<file path="src/rtl/wb_arb_pkg.sv">
// Shared definitions for the writeback port arbiter: default address/data
// widths and the fixed source IDs of the writeback requesters.
package wb_arb_pkg;

   localparam int WB_AW  = 5;
   localparam int WB_DW  = 32;
   localparam int WB_IDW = 2;

   localparam int SRC_ALU = 0;
   localparam int SRC_MEM = 1;
   localparam int SRC_MDU = 2;

   typedef logic [WB_IDW-1:0] src_id_t;

endpackage

</file>
<file path="src/rtl/rr_arbiter.sv">
// Rotating-priority arbiter: picks the first valid requester starting at the
// round-robin pointer, and moves the pointer just past the winner whenever
// the caller reports that the grant was consumed.
module rr_arbiter #(
   parameter int N_REQ = 3,
   parameter int IDW   = 2
) (
   input  logic             clk,
   input  logic             rst,
   input  logic [N_REQ-1:0] req_valid,
   input  logic             advance,
   output logic [N_REQ-1:0] grant,
   output logic [IDW-1:0]   grant_idx,
   output logic             grant_any
);

   logic [IDW-1:0] rr_ptr;
   logic [31:0]    cand;

   // Search rr_ptr, rr_ptr+1, ... (wrapping) for the first valid requester.
   always_comb begin
      grant_any = 1'b0;
      grant_idx = '0;
      cand      = '0;
      for (int i = 0; i < N_REQ; i++) begin
         cand = (32'(rr_ptr) + 32'(i)) % 32'(N_REQ);
         if (!grant_any && req_valid[IDW'(cand)]) begin
            grant_any = 1'b1;
            grant_idx = IDW'(cand);
         end
      end
      grant = grant_any ? (N_REQ'(1) << grant_idx) : '0;
   end

   // Pointer moves to the slot after the winner, wrapping at the last source.
   always_ff @(posedge clk) begin
      if (rst) begin
         rr_ptr <= '0;
      end else if (advance) begin
         rr_ptr <= (grant_idx == IDW'(N_REQ-1)) ? '0 : grant_idx + 1'b1;
      end
   end

endmodule

</file>
<file path="src/rtl/wb_port_arbiter.sv">
// Writeback port arbiter: shares the single register-file write port between
// the ALU, load/MEM and MDU writeback sources. One winner per cycle is
// registered onto the write port with one cycle of latency.
// Optional feature macro: WB_ARB_ZERO_FILTER_EN (suppresses writes to r0).
module wb_port_arbiter
   import wb_arb_pkg::*;
#(
   parameter int N_REQ = 3,
   parameter int AW    = WB_AW,
   parameter int DW    = WB_DW,
   parameter int IDW   = WB_IDW
) (
   input  logic                clk,
   input  logic                rst,
   input  logic [N_REQ-1:0]    i_req_valid,
   output logic [N_REQ-1:0]    o_req_ready,
   input  logic [N_REQ*AW-1:0] i_req_wra,
   input  logic [N_REQ*DW-1:0] i_req_wrd,
   input  logic                i_stall,
   output logic                o_wb_regWe,
   output logic [AW-1:0]       o_wb_WRA,
   output logic [DW-1:0]       o_wb_WRD,
   output logic [IDW-1:0]      o_wb_src
);

   logic [N_REQ-1:0] grant;
   logic [IDW-1:0]   grant_idx;
   logic             grant_any;
   logic             xfer;
   logic [AW-1:0]    sel_wra;
   logic [DW-1:0]    sel_wrd;

   rr_arbiter #(
      .N_REQ (N_REQ),
      .IDW   (IDW)
   ) u_rr_arbiter (
      .clk       (clk),
      .rst       (rst),
      .req_valid (i_req_valid),
      .advance   (xfer),
      .grant     (grant),
      .grant_idx (grant_idx),
      .grant_any (grant_any)
   );

   // Ready is the arbiter grant, masked off while in reset or stalled;
   // it never looks at the payload.
   always_comb begin
      o_req_ready = (rst || i_stall || !grant_any) ? '0 : grant;
      xfer        = |o_req_ready;
   end

   // Route the winning source's address and data toward the output register.
   always_comb begin
      sel_wra = '0;
      sel_wrd = '0;
      for (int k = 0; k < N_REQ; k++) begin
         if (grant_idx == IDW'(k)) begin
            sel_wra = i_req_wra[k*AW +: AW];
            sel_wrd = i_req_wrd[k*DW +: DW];
         end
      end
   end

   // Write-port register: load on a handshake, drop the enable when idle,
   // and freeze everything (enable included) while stalled.
   always_ff @(posedge clk) begin
      if (rst) begin
         o_wb_regWe <= 1'b0;
         o_wb_WRA   <= '0;
         o_wb_WRD   <= '0;
         o_wb_src   <= IDW'(SRC_ALU);
      end else if (!i_stall) begin
         if (xfer) begin
`ifdef WB_ARB_ZERO_FILTER_EN
            if (sel_wra == '0) begin
               o_wb_regWe <= 1'b0;
               o_wb_WRA   <= '0;
               o_wb_WRD   <= '0;
            end else begin
               o_wb_regWe <= 1'b1;
               o_wb_WRA   <= sel_wra;
               o_wb_WRD   <= sel_wrd;
            end
`else
            o_wb_regWe <= 1'b1;
            o_wb_WRA   <= sel_wra;
            o_wb_WRD   <= sel_wrd;
`endif
            o_wb_src   <= grant_idx;
         end else begin
            o_wb_regWe <= 1'b0;
         end
      end
   end

endmodule

</file>
<file path="config.mk">
export PLATFORM = sky130hd
export DESIGN_NAME = wb_port_arbiter
export DESIGN_NICKNAME = d
export VERILOG_FILES = /design/src/rtl/wb_arb_pkg.sv /design/src/rtl/rr_arbiter.sv /design/src/rtl/wb_port_arbiter.sv
export SDC_FILE = /design/constraint.sdc
export NUM_CORES = 1
export LEC_CHECK = 0
export BUFFER_PORTS_ARGS = -buffer_cell sky130_fd_sc_hd__buf_2
export CAP_MARGIN = 20
export CORE_AREA = 5 5 113 62
export DETAILED_ROUTE_END_ITERATION = 16
export DIE_AREA = 0 0 118 67
export PLACE_DENSITY = 0.78
export SYNTH_ARGS = -nofsm -noshare
export SYNTH_HDL_FRONTEND = slang
export SYNTH_SLANG_ARGS = --single-unit
</file>
<file path="constraint.sdc">
create_clock -name clk -period 2.75 [get_ports clk]
set_input_delay 0.1375 -clock clk [delete_from_list [all_inputs] [get_ports clk]]
set_output_delay 0.1375 -clock clk [all_outputs]
set_load 0.01 [all_outputs]
</file>
# ---- After elaboration in Yosys (flattened, before gate mapping)
# Cells that the tools add are included.
dict set report totals {
  register_bits 42
  in_bits 117
  output_inout_bits 43
  word_cells 50
}
dict set report op_classes {
  n_addsub 3
  div_mod_pow 3
  magnitude_cmp 3
  eq_ne 2
  n_shift 1
  mux 22
  bitwise 1
  reduce_logical 10
}
# cell count
set op_table {}
lappend op_table {{2-to-1 mux 32 bit} 3}
lappend op_table {{remainder unit 32 x 2 -> 32 bit, second input constant} 2}
lappend op_table {{remainder unit 2 x 2 -> 32 bit, second input constant} 1}
lappend op_table {{2-to-1 mux 5 bit} 3}
lappend op_table {{< comparator 2 x 3 -> 1 bit, second input constant} 3}
lappend op_table {{2-to-1 mux 2 bit} 4}
lappend op_table {{2-to-1 mux 1 bit} 7}
lappend op_table {{binary-select mux 1 bit (select 2 bit)} 3}
lappend op_table {{2-to-1 mux 3 bit} 2}
lappend op_table {{adder 2 x 1 -> 3 bit, second input constant} 1}
lappend op_table {{adder 2 x 2 -> 3 bit, second input constant} 1}
lappend op_table {{zero test 1 bit} 3}
lappend op_table {{OR reduction 3 bit} 1}
lappend op_table {{<< shifter 1 x 2 -> 3 bit, first input constant} 1}
lappend op_table {{adder 2 x 1 -> 2 bit, second input constant} 1}
lappend op_table {{equality test 2 x 1 -> 1 bit, second input constant} 1}
lappend op_table {{equality test 2 bit, second input constant} 1}
lappend op_table {{logical AND 1 bit} 2}
lappend op_table {{zero test 2 bit} 1}
lappend op_table {{logical OR 1 bit} 2}
lappend op_table {{AND reduction 2 bit} 1}
lappend op_table {{inverter 1 bit} 1}

# ---- Depth between registers and ports, before layout
# Gate-level depths: netlist (run 1).
dict set report depth {
  ltp_word 15
  ltp_mapped 11
  mapped_depth_nobuf 8
}

# ---- By module
# Synthesis (run 1) repeated with hierarchy kept, for this count alone.
dict set report hier_totals {
  hier_cells 322
  hier_area_um2 2835.2
}
# mod n_inst cells_each area_each_um2
set by_module_without_submodules {}
lappend by_module_without_submodules {wb_port_arbiter 1 273 2464.9}
lappend by_module_without_submodules {rr_arbiter 1 49 370.4}

# ---- Worst setup path after synthesis (run 1)
# Ideal clock, no wire load.
dict set report synth_timing {
  kind {flip-flop to output port}
  from {register u_rr_arbiter.rr_ptr[0]}
  to {output o_req_ready[0]}
  arrival_time_ps 2196
  required_ps 2612
  setup_slack_ps 416
  path_stages_with_launch 11
  n_path_buf 3
  path_cell_list {dfxtp_1 > inv_1 > ha_1 > buf_4 > or4b_1 > o41ai_1 > a221oi_2 > nand2b_1 > buf_2 > buf_4 > nor2_1}
}
dict set report synth_via {
  elab_chain_len 13
}
# element line_no
set synth_lines {}
lappend synth_lines {{start, declared} rr_arbiter.sv:17} ;# logic [IDW-1:0] rr_ptr;
lappend synth_lines {{start signal, assigned} rr_arbiter.sv:40} ;# rr_ptr <= (grant_idx == IDW'(N_REQ-1)) ? '0 : grant_idx + 1'b1;
lappend synth_lines {{branches (longest 12 deep; another with remainder unit 32 x 2 -> 32 bit)} --}
lappend synth_lines {{2-to-1 mux 3 bit (*)} wb_port_arbiter.sv:49} ;# o_req_ready = (rst || i_stall || !grant_any) ? '0 : grant;
lappend synth_lines {{end, declared} wb_port_arbiter.sv:16} ;# output logic [N_REQ-1:0] o_req_ready,
# Mark *: on every way between the ends. The select of a mux whose other input is x is not followed.

# ---- Final worst setup path (run 1)
dict set report layout_timing {
  from {register u_rr_arbiter.rr_ptr[0]}
  to {output o_req_ready[1]}
}
# The elaborated chain is that of the path after synthesis.

==> run metrics, run 1 <==
n_diodes=0; min Tclk post-route=between 2 and 3 ns; dpl hpwl=5.94 mm; Worst Setup EP=o_req_ready[1]; core area=approximately 5900 µm²; Clk pin slew, worst setup/hold paths=roughly 0.06 ns; chip width=around 120 µm; gr usage total=approximately a fifth; vias per cell=around 5.3; first-pass GRT wire length=around 13 mm; Psw=around 0.0015 W; GPL Wtd Cong=~0.89; area share of the largest cell type after synthesis=a little over a third; Post-CTS Hold Fix Bufs=0; PD cells=approximately 1000 nW/µm²; initial antenna violation count=0; Crit Path Category=reg -> out; Core Rows=20; Clk pwr share=between 10% and 20%; outcome=finished, final reports clean; flops & latches, synth=42; Clock Path Buffers=2; CTS Buf Count=5; Cell Area, Synth=about 2400 µm²; slew margin rel.=38.2%; synthesized net count=395; CTS tree=yes; commonest non-fill, non-tap cell in the layout=buf_2; DR iter-0 viols=~180; NumNets Final=552; Crit. Startpoint=u_rr_arbiter.rr_ptr[0]; largest net degree at the start of global routing=40; antenna-violating nets left=0; Slew @ Worst Pin=about 0.93 ns; final core utilization=between 50% and 60%; clock latency on the worst-skew pair=between 0.2 and 0.3 ns; Switching Share=between 40% and 50%; Routed WL per cell=roughly 16 µm; critical path endpoint category=output pin; clock skew=~0.0063 ns; Crit path top cell by count=inv_1; Hold WS=0.0996 ns; Final Hold Fails=0; Max stage delay on crit path=between 0.4 and 0.5 ns; Worst EP arrival=around 2.5 ns; Initial Util=between 40 and 50%; non-filler cells, final=509; portion of total power attributed to combinational logic=between 50% and 60%; crit-path cells=inv_1 > ha_4 > mux2i_1 > o22a_2 > a311oi_4 > buf_4 > buf_12 > nand2_1 > inv_1 > buf_2; register area share after synthesis=~36%; period utilization=97.0%; layout overhead on the synthesized area=46.6%; part of the power in registers=26.3%; worst r2r path cells=8; r2r endpoint=o_wb_WRD[8]; DRT Pass-1 Iters=4; Fmax achieved=0.375 GHz; CTS sink count=42; final setup vio count=0; Worst Path Max Fanout=15; MaxCap Viol Count=0; peak supply drop=about 600 µV; setup slack, reg-to-reg=about 0.21 ns; Leakage=about 1.7 nW; die area=between 7000 and 8000 µm²; average cell area after synthesis=~8.6 µm²; Root Driver=clkbuf_16; type of origin of the critical path=flop; vias in the first global route=between 2000 and 3000; WL final=about 8.0 mm; vias=2678; most frequent cells in the layout=buf_2, nand2_1, dfxtp_1, mux2i_1, nand3_1; grt total ovfl=0; synth unique cells=33; Worst Path Required=roughly 2.6 ns; critical path's slowest cell=a311oi_4; internal power=between 0.002 and 0.0025 W; min-delay worst type=in -> reg; Synth area leaders=dfxtp_1, mux2i_1, nand2_1, o211ai_1, nand3_1; FF-to-FF Start=u_rr_arbiter.rr_ptr[0]; die height=roughly 67 µm; unrepaired setup endpoints after global routing=true; proportion of layout cells with a drive suffix above 1=45.6%; Ports=160; Inst Count DP=approximately 500; port buffer count=around 160; fin. max-slew vios=0; H-Tree Depth=2; synthesized instance count=about 270; synth warn=0; post-synth top area cell=dfxtp_1; drt drc=0
synth_stat cells:
cell and instances:
ha_1 4, o22ai_1 1, o21ai_1 13, nor2_1 3, a31o_2 1, o31ai_1 10, or4b_1 1, o22a_1 1
a2bb2oi_1 1, buf_4 4, mux2i_1 31, buf_2 11, nor3b_1 2, nand2_1 45, dfxtp_1 42, nand2b_1 2
a41oi_1 2, nand3b_1 1, o41ai_1 1, clkbuf_1 5, or3_1 1, o211ai_1 20, buf_6 2, a221oi_2 2
o21ai_0 2, inv_1 7, nor2b_1 13, o21a_1 3, nor3_1 9, a32oi_1 1, a311oi_4 1, o211ai_2 6
nand3_1 26
routing by layer:
layer	vias up	part of all wire [%]	track usage, %
met4	0	0.35	2.58
met5	-	0	0
li1	1306	-	-
met3	4	9.5	6.53
met2	142	45	32.7
met1	1226	46	26.2
critical path, delay by kind of cell (launching register included):
family	cells	cell delay [ns]
buffers and inverters	5	0.64
and+or+nand+nor	1	0.09
adders and majority gates	1	0.33
DFF	1	0.35
muxes	1	0.12
AOI/OAI and AO/OA	2	0.72
power groups by stage:
stage	sequential [W]	combinational [W]	clock, W
2_1_floorplan	0.00106	0.00130	0
3_3_place_gp	0.000954	0.00195	0
3_5_place_dp	0.000960	0.00201	0
4_1_cts	0.000955	0.00204	0.000596
5_1_grt	0.000991	0.00227	0.000628
6_report	0.000958	0.00209	0.000585
worst min path at each step:
stage                   from      endpoint  slack (ns)  cells past startpoint
2_1_floorplan        i_stall    o_wb_regWe        0.29                      1
3_3_place_gp   i_req_wrd[70]   o_wb_WRD[6]        0.38                      3
3_5_place_dp   i_req_wrd[69]   o_wb_WRD[5]        0.39                      3
4_1_cts        i_req_wrd[69]   o_wb_WRD[5]        0.09                      3
5_1_grt        i_req_wrd[86]  o_wb_WRD[22]        0.11                      3
6_report       i_req_wrd[69]   o_wb_WRD[5]         0.1                      3
kinds of logic (layout without fill, tap and decap cells):
group                    after synthesis  after routing  share of synthesized area [%]
AO/OA/AOI/OAI                         65             65                           22.1
adder cells (fa/ha/maj)                4              4                           2.12
multiplexers                          31             31                           13.1
flip-flops                            42             42                           35.6
buffers and inverters                 29            187                           6.46
AND/OR/NAND/NOR                      103            103                           20.6
registers in the layout, summed over array words and instances, names as in the netlist:
name and count:
u_rr_arbiter.rr_ptr 2, o_wb_WRD 32, o_wb_regWe 1, o_wb_WRA 5, o_wb_src 2
cell type report:
type,instances,area (µm²)
Tap cell,77,96.3
Timing Repair Buffer,172,943
Clock inverter,1,5.00
Sequential cell,42,843
Multi-Input combinational cell,203,1410
Inverter,7,26.3
Clock buffer,7,143
Fill cell,539,2390
repair_timing:
item,in CTS,in global routing
gates cloned,0,1
gates resized for setup,5,7
pin swaps,1,1
setup endpoints to repair,4,42
hold endpoints to repair,0,0
setup buffers,1,2
per-stage QoR:
stage / TNS [ns] / setup slack [ns] / power (W) / area, µm²
6_report: 0 / 0.0813 / 0.00364 / 3470
5_1_grt: -0.176 / -0.0590 / 0.00389 / 3470
4_1_cts: 0 / 0.0483 / 0.00360 / 3410
3_5_place_dp: 0 / 0.0245 / 0.00297 / 3230
3_3_place_gp: 0 / 0.186 / 0.00290 / 3230
2_1_floorplan: 0 / 0.416 / 0.00235 / 2360
No activity file was read; power rests on OpenSTA's default activity.
==> run 2: changes to the inputs <==
--- a/config.mk
+++ b/config.mk
@@ -7,10 +7,11 @@
 export LEC_CHECK = 0
 export BUFFER_PORTS_ARGS = -buffer_cell sky130_fd_sc_hd__buf_2
 export CAP_MARGIN = 20
-export CORE_AREA = 5 5 113 62
+export CORE_AREA = 5 5 111 61
+export CTS_BUF_LIST = sky130_fd_sc_hd__clkbuf_8
 export DETAILED_ROUTE_END_ITERATION = 16
-export DIE_AREA = 0 0 118 67
-export PLACE_DENSITY = 0.78
+export DIE_AREA = 0 0 116 66
+export PLACE_DENSITY = 0.81
 export SYNTH_ARGS = -nofsm -noshare
 export SYNTH_HDL_FRONTEND = slang
 export SYNTH_SLANG_ARGS = --single-unit
==> run metrics, run 2 (synthesis results as in run 1) <==
outcome=finished, final reports clean; dpl hpwl=5.94 mm; gr usage total=~19%; grt met3 use=between 6 and 7%; most frequent cells in the layout=buf_2, nand2_1, dfxtp_1, mux2i_1, nand3_1; min Tclk post-route=roughly 2.6 ns; min-delay worst type=in -> reg; layout overhead on the synthesized area=44.0%; CTS tree=yes; fin. max-slew vios=0; FF-to-FF Start=u_rr_arbiter.rr_ptr[0]; die area=7660 µm²; critical path's slowest cell=dfxtp_2; Fmax achieved=around 0.38 GHz; Routed WL per cell=between 15 and 20 µm; WL final=roughly 7.9 mm; Clk pin slew, worst setup/hold paths=around 0.080 ns; worst path bufs/invs=4; Post-CTS Hold Fix Bufs=0; largest reg by FF count=o_wb_WRD; hold_sp=i_req_wrd[70]; fillers=517; critical path endpoint category=output pin; final setup vio count=0; type of origin of the critical path=flop; clock latency on the worst-skew pair=~0.29 ns; clock skew=approximately 0.0096 ns; CTS sink count=between 40 and 50; peak supply drop=between 400 and 500 µV; Leakage=1.63 nW; commonest non-fill, non-tap cell in the layout=buf_2; period utilization=a little over nine tenths; vias=around 2700; CTS Buf Count=5; Largest register FFs=32; final worst slack=0.137 ns; busiest grt layer=met2; unrepaired setup endpoints after global routing=false; port buffer count=roughly 160; Initial Util=41.1%; antenna-violating nets left=0; Worst EP arrival=around 2.5 ns; Core Rows=20; Worst path top cell family by delay=compound AO/OA/AOI/OAI gates; initial antenna violation count=0; drt drc=0; NumNets Final=between 500 and 600; first-pass GRT wire length=~12 mm; pre-CTS WS=~0.048 ns; Root Driver=clkbuf_8; proportion of layout cells with a drive suffix above 1=a little under half; n_diodes=0; Ports=160; Crit path top cell by count=inv_1; core area=5760 µm²; crit-path cells=inv_1 > ha_4 > mux2i_2 > o22a_2 > a221oi_2 > o21a_2 > buf_12 > nand2_1 > inv_1 > buf_2; grt total ovfl=0; PD cells=about 1000 nW/µm²; Clock Path Buffers=2; GR Layer Usage met1=between 20% and 30%; GPL Wtd Cong=~0.88; non-filler cells, final=around 510; Crit Path Category=reg -> out; chip width=116 µm; die height=between 60 and 70 µm; placed cell area=3230 µm²; Tot Pwr=0.00345 W; largest net degree at the start of global routing=40; Worst Path Max Fanout=28; Top Registers=o_wb_WRD: 32 flops, o_wb_WRA: 5 flops; Inst Count DP=~500; Crit. Startpoint=u_rr_arbiter.rr_ptr[0]; MaxCap Viol Count=0; Final Hold Fails=0; H-Tree Depth=2; DRT Pass-1 Iters=4; met2 usage=between 30% and 40%; slew margin rel.=61.1%; design area=approximately 3400 µm²; vias in the first global route=around 2600; vias per cell=5.32; Worst Path Required=approximately 2.6 ns; Fin Setup TNS=0 ns; Max stage delay on crit path=approximately 0.36 ns; DR iter-0 viols=around 160; Slew @ Worst Pin=around 0.58 ns
[run 2: cell types whose count changed in the layout (fill, tap and decap cells not counted), sizes merged]
cell	delta
clkbuf	-2
clkinvlp	+1
nor2	+1
[run 2: power breakdown]
| group | switching, W | internal (W) | total, W |
|---|---|---|---|
| clock | 0.000215 | 0.000202 | 0.000417 |
| combinational | 0.00116 | 0.000919 | 0.00208 |
| sequential | 0.000121 | 0.000838 | 0.000959 |
[run 2: final cells by class]
class | instances | area, µm² | share of cell area [%]
multi-input cells | 204 | 1430 | 42.1
well taps | 77 | 96.3 | 2.83
flip-flops and latches | 42 | 843 | 24.8
repair buffers | 171 | 910 | 26.7
clock buffers | 6 | 82.6 | 2.43
clock inverters | 2 | 12.5 | 0.368
inverters | 7 | 26.3 | 0.772
[run 2: repair_timing]
action,4_1_cts,5_1_grt
pin swaps,1,3
cloned,0,1
setup endpoints to repair,3,42
setup buffers,1,2
resized for setup,7,7
[run 2: layer usage]
metal  vias to the layer above  wire length [µm]
met3                         8              1020
met1                      1237              3340
met2                       153              3480
met4                         0                53
li1                       1310                 -
met5                         -                 0
[run 2: per-stage QoR]
step	hold WS [ns]	utilization [%]
after global placement	0.384	56.1
after global routing	0.0769	59.2
final	0.0803	59.2
after CTS	0.0693	58.3
after detailed placement	0.386	56.1
after floorplan	0.290	-
[run 2: worst register-to-register path, stage by stage, from the launching register on]
cell and delay [ns]:
dfxtp_2 0.34, inv_1 0.12, ha_1 0.27, mux2i_1 0.31, o22a_2 0.27, a311oi_4 0.13, buf_4 0.19, nor2_4 0.48
nand2_1 0.12, o31ai_1 0.10
[run 2: worst paths after layout]
path / endpoint / slack [ns] / cells after the start
worst max-delay path: o_req_ready[1] / 0.14 / 10
worst min-delay path: o_wb_WRD[6] / 0.08 / 3
worst max register to register: o_wb_WRD[31] / 0.33 / 9
worst min register to register: o_wb_src[1] / 0.45 / 2
==> run 3: changes to the inputs <==
--- a/config.mk
+++ b/config.mk
@@ -12,6 +12,7 @@
 export DETAILED_ROUTE_END_ITERATION = 16
 export DIE_AREA = 0 0 116 66
 export PLACE_DENSITY = 0.81
+export RECOVER_POWER = 50
 export SYNTH_ARGS = -nofsm -noshare
 export SYNTH_HDL_FRONTEND = slang
 export SYNTH_SLANG_ARGS = --single-unit
==> run metrics, run 3 (synthesis results as in run 1) <==
outcome=finished, final reports clean; n_diodes=0; Worst EP arrival=between 2 and 2.5 ns; largest reg by FF count=o_wb_WRD; design area=3350 µm²; Clk pin slew, worst setup/hold paths=around 0.090 ns; vias per cell=between 5 and 6; antenna-violating nets left=0; dpl hpwl=between 5 and 6 mm; vias=between 2000 and 3000; CTS sink count=42; most frequent cells in the layout=buf_2, nand2_1, dfxtp_1, clkbuf_1, mux2i_1; Largest register FFs=32; Root Driver=clkbuf_8; Clk pwr share=roughly an eighth; DR iter-0 viols=178; initial antenna violation count=0; Fin Setup TNS=0 ns; GR Layer Usage met1=between 20% and 30%; final core utilization=just under 60%; chip width=around 120 µm; PD cells=roughly 1000 nW/µm²; fillers=around 540; Seq. cell area=~840 µm²; layout overhead on the synthesized area=41.9%; Core Rows=20; Routed WL per cell=between 15 and 20 µm; first-pass GRT wire length=11.8 mm; DRT Pass-1 Iters=5; portion of total power attributed to combinational logic=between 50% and 60%; Psw=between 0.0015 and 0.002 W; Worst Path Required=around 2.6 ns; Ports=160; drt drc=0; port buffer count=~160; internal power=roughly 0.0019 W; die height=66 µm; gr usage total=between 10% and 20%; Slew @ Worst Pin=0.576 ns; part of the power in registers=around 28%; core area=5760 µm²; grt total ovfl=0; min Tclk post-route=around 2.6 ns; die area=between 7000 and 8000 µm²; Clock Path Buffers=2; min-delay worst type=in -> reg; MaxCap Viol Count=0; period utilization=between 90% and 100%; peak supply drop=about 420 µV; critical path endpoint category=output pin; commonest non-fill, non-tap cell in the layout=buf_2; placed cell area=roughly 3200 µm²; Fmax achieved=between 0.3 and 0.4 GHz; Crit Path Category=reg -> out; Initial Util=41.1%; Leakage=1.47 nW; largest net degree at the start of global routing=40; WL final=7.94 mm; Tot Pwr=0.00341 W; multi-input logic area=1430 µm²; clock skew=roughly 0.010 ns; Post-CTS Hold Fix Bufs=0; type of origin of the critical path=flop; unrepaired setup endpoints after global routing=false; Final Hold Fails=0; grt met3 use=between 6 and 7%; Switching Share=44.1%; vias in the first global route=2606; GPL Wtd Cong=0.883; slew margin rel.=between 60% and 70%; fin. max-slew vios=0; clock latency on the worst-skew pair=approximately 0.30 ns; Top Registers=o_wb_WRD: 32 flops, o_wb_WRA: 5 flops; Hold WS=~0.077 ns; CTS tree=yes; H-Tree Depth=2; final setup vio count=0; NumNets Final=~550; met2 usage=between 30% and 40%; proportion of layout cells with a drive suffix above 1=between 30% and 40%; setup slack, reg-to-reg=0.34 ns; busiest grt layer=met2; Worst Path Max Fanout=28; CTS Buf Count=5
==> run 3: changes by cell type in the layout (fill, tap and decap cells not counted) <==
cell      previous run  this run
buf_2              159       119
clkbuf_1             0        40
==> run 3: worst max-delay path, cell delays in order, from the launching register on <==
cell and delay [ns]:
dfxtp_2 0.36, inv_1 0.09, ha_4 0.29, mux2i_2 0.17, o22a_2 0.29, a221oi_2 0.27, o21a_2 0.19, buf_12 0.20
nand2_1 0.13, inv_1 0.07, buf_2 0.13
==> run 3: final cells by class <==
| type | instances | share of cell area (%) |
|---|---|---|
| Clock buffer | 6 | 2.46 |
| Clock inverter | 2 | 0.373 |
| Inverter | 7 | 0.783 |
| Multi-Input combinational cell | 204 | 42.7 |
| Sequential cell | 42 | 25.1 |
| Tap cell | 77 | 2.87 |
| Timing Repair Buffer | 171 | 25.6 |
==> run 3: worst paths after layout <==
kind	start	end	cells past startpoint
setup / recovery	u_rr_arbiter.rr_ptr[0]	o_req_ready[1]	10
hold reg to reg	o_wb_src[1]	o_wb_src[1]	2
setup reg to reg	u_rr_arbiter.rr_ptr[0]	o_wb_WRD[31]	9
hold / removal	i_req_wrd[70]	o_wb_WRD[6]	3
==> run 3: repair_timing <==
item / CTS / global route
buffers inserted: 1 / 2
setup endpoints to repair: 3 / 42
cloned: 0 / 1
gates resized for setup: 7 / 7
pin swaps: 1 / 3
==> run 3: per-layer routing <==
metal	part of all wire, %	vias up	wire length [µm]
met5	0	-	0
met4	0.92	0	73
met3	13	12	1070
met2	43	154	3440
met1	42	1251	3350
li1	-	1307	-
==> run 3: power groups by stage <==
stage,clock network (W),registers [W],logic (W)
6_report,0.000419,0.000965,0.00202
5_1_grt,0.000458,0.000994,0.00219
4_1_cts,0.000429,0.000958,0.00203
3_5_place_dp,0,0.000965,0.00200
3_3_place_gp,0,0.000961,0.00195
2_1_floorplan,0,0.00106,0.00130
==> run 3: through the flow <==
| step | worst slack, ns | instances |
|---|---|---|
| after floorplan | 0.416 | 274 |
| after detailed placement | 0.0475 | 497 |
| final | 0.130 | 509 |
| after CTS | 0.0258 | 506 |
| after global routing | 0.00541 | 509 |
| after global placement | 0.194 | 497 |
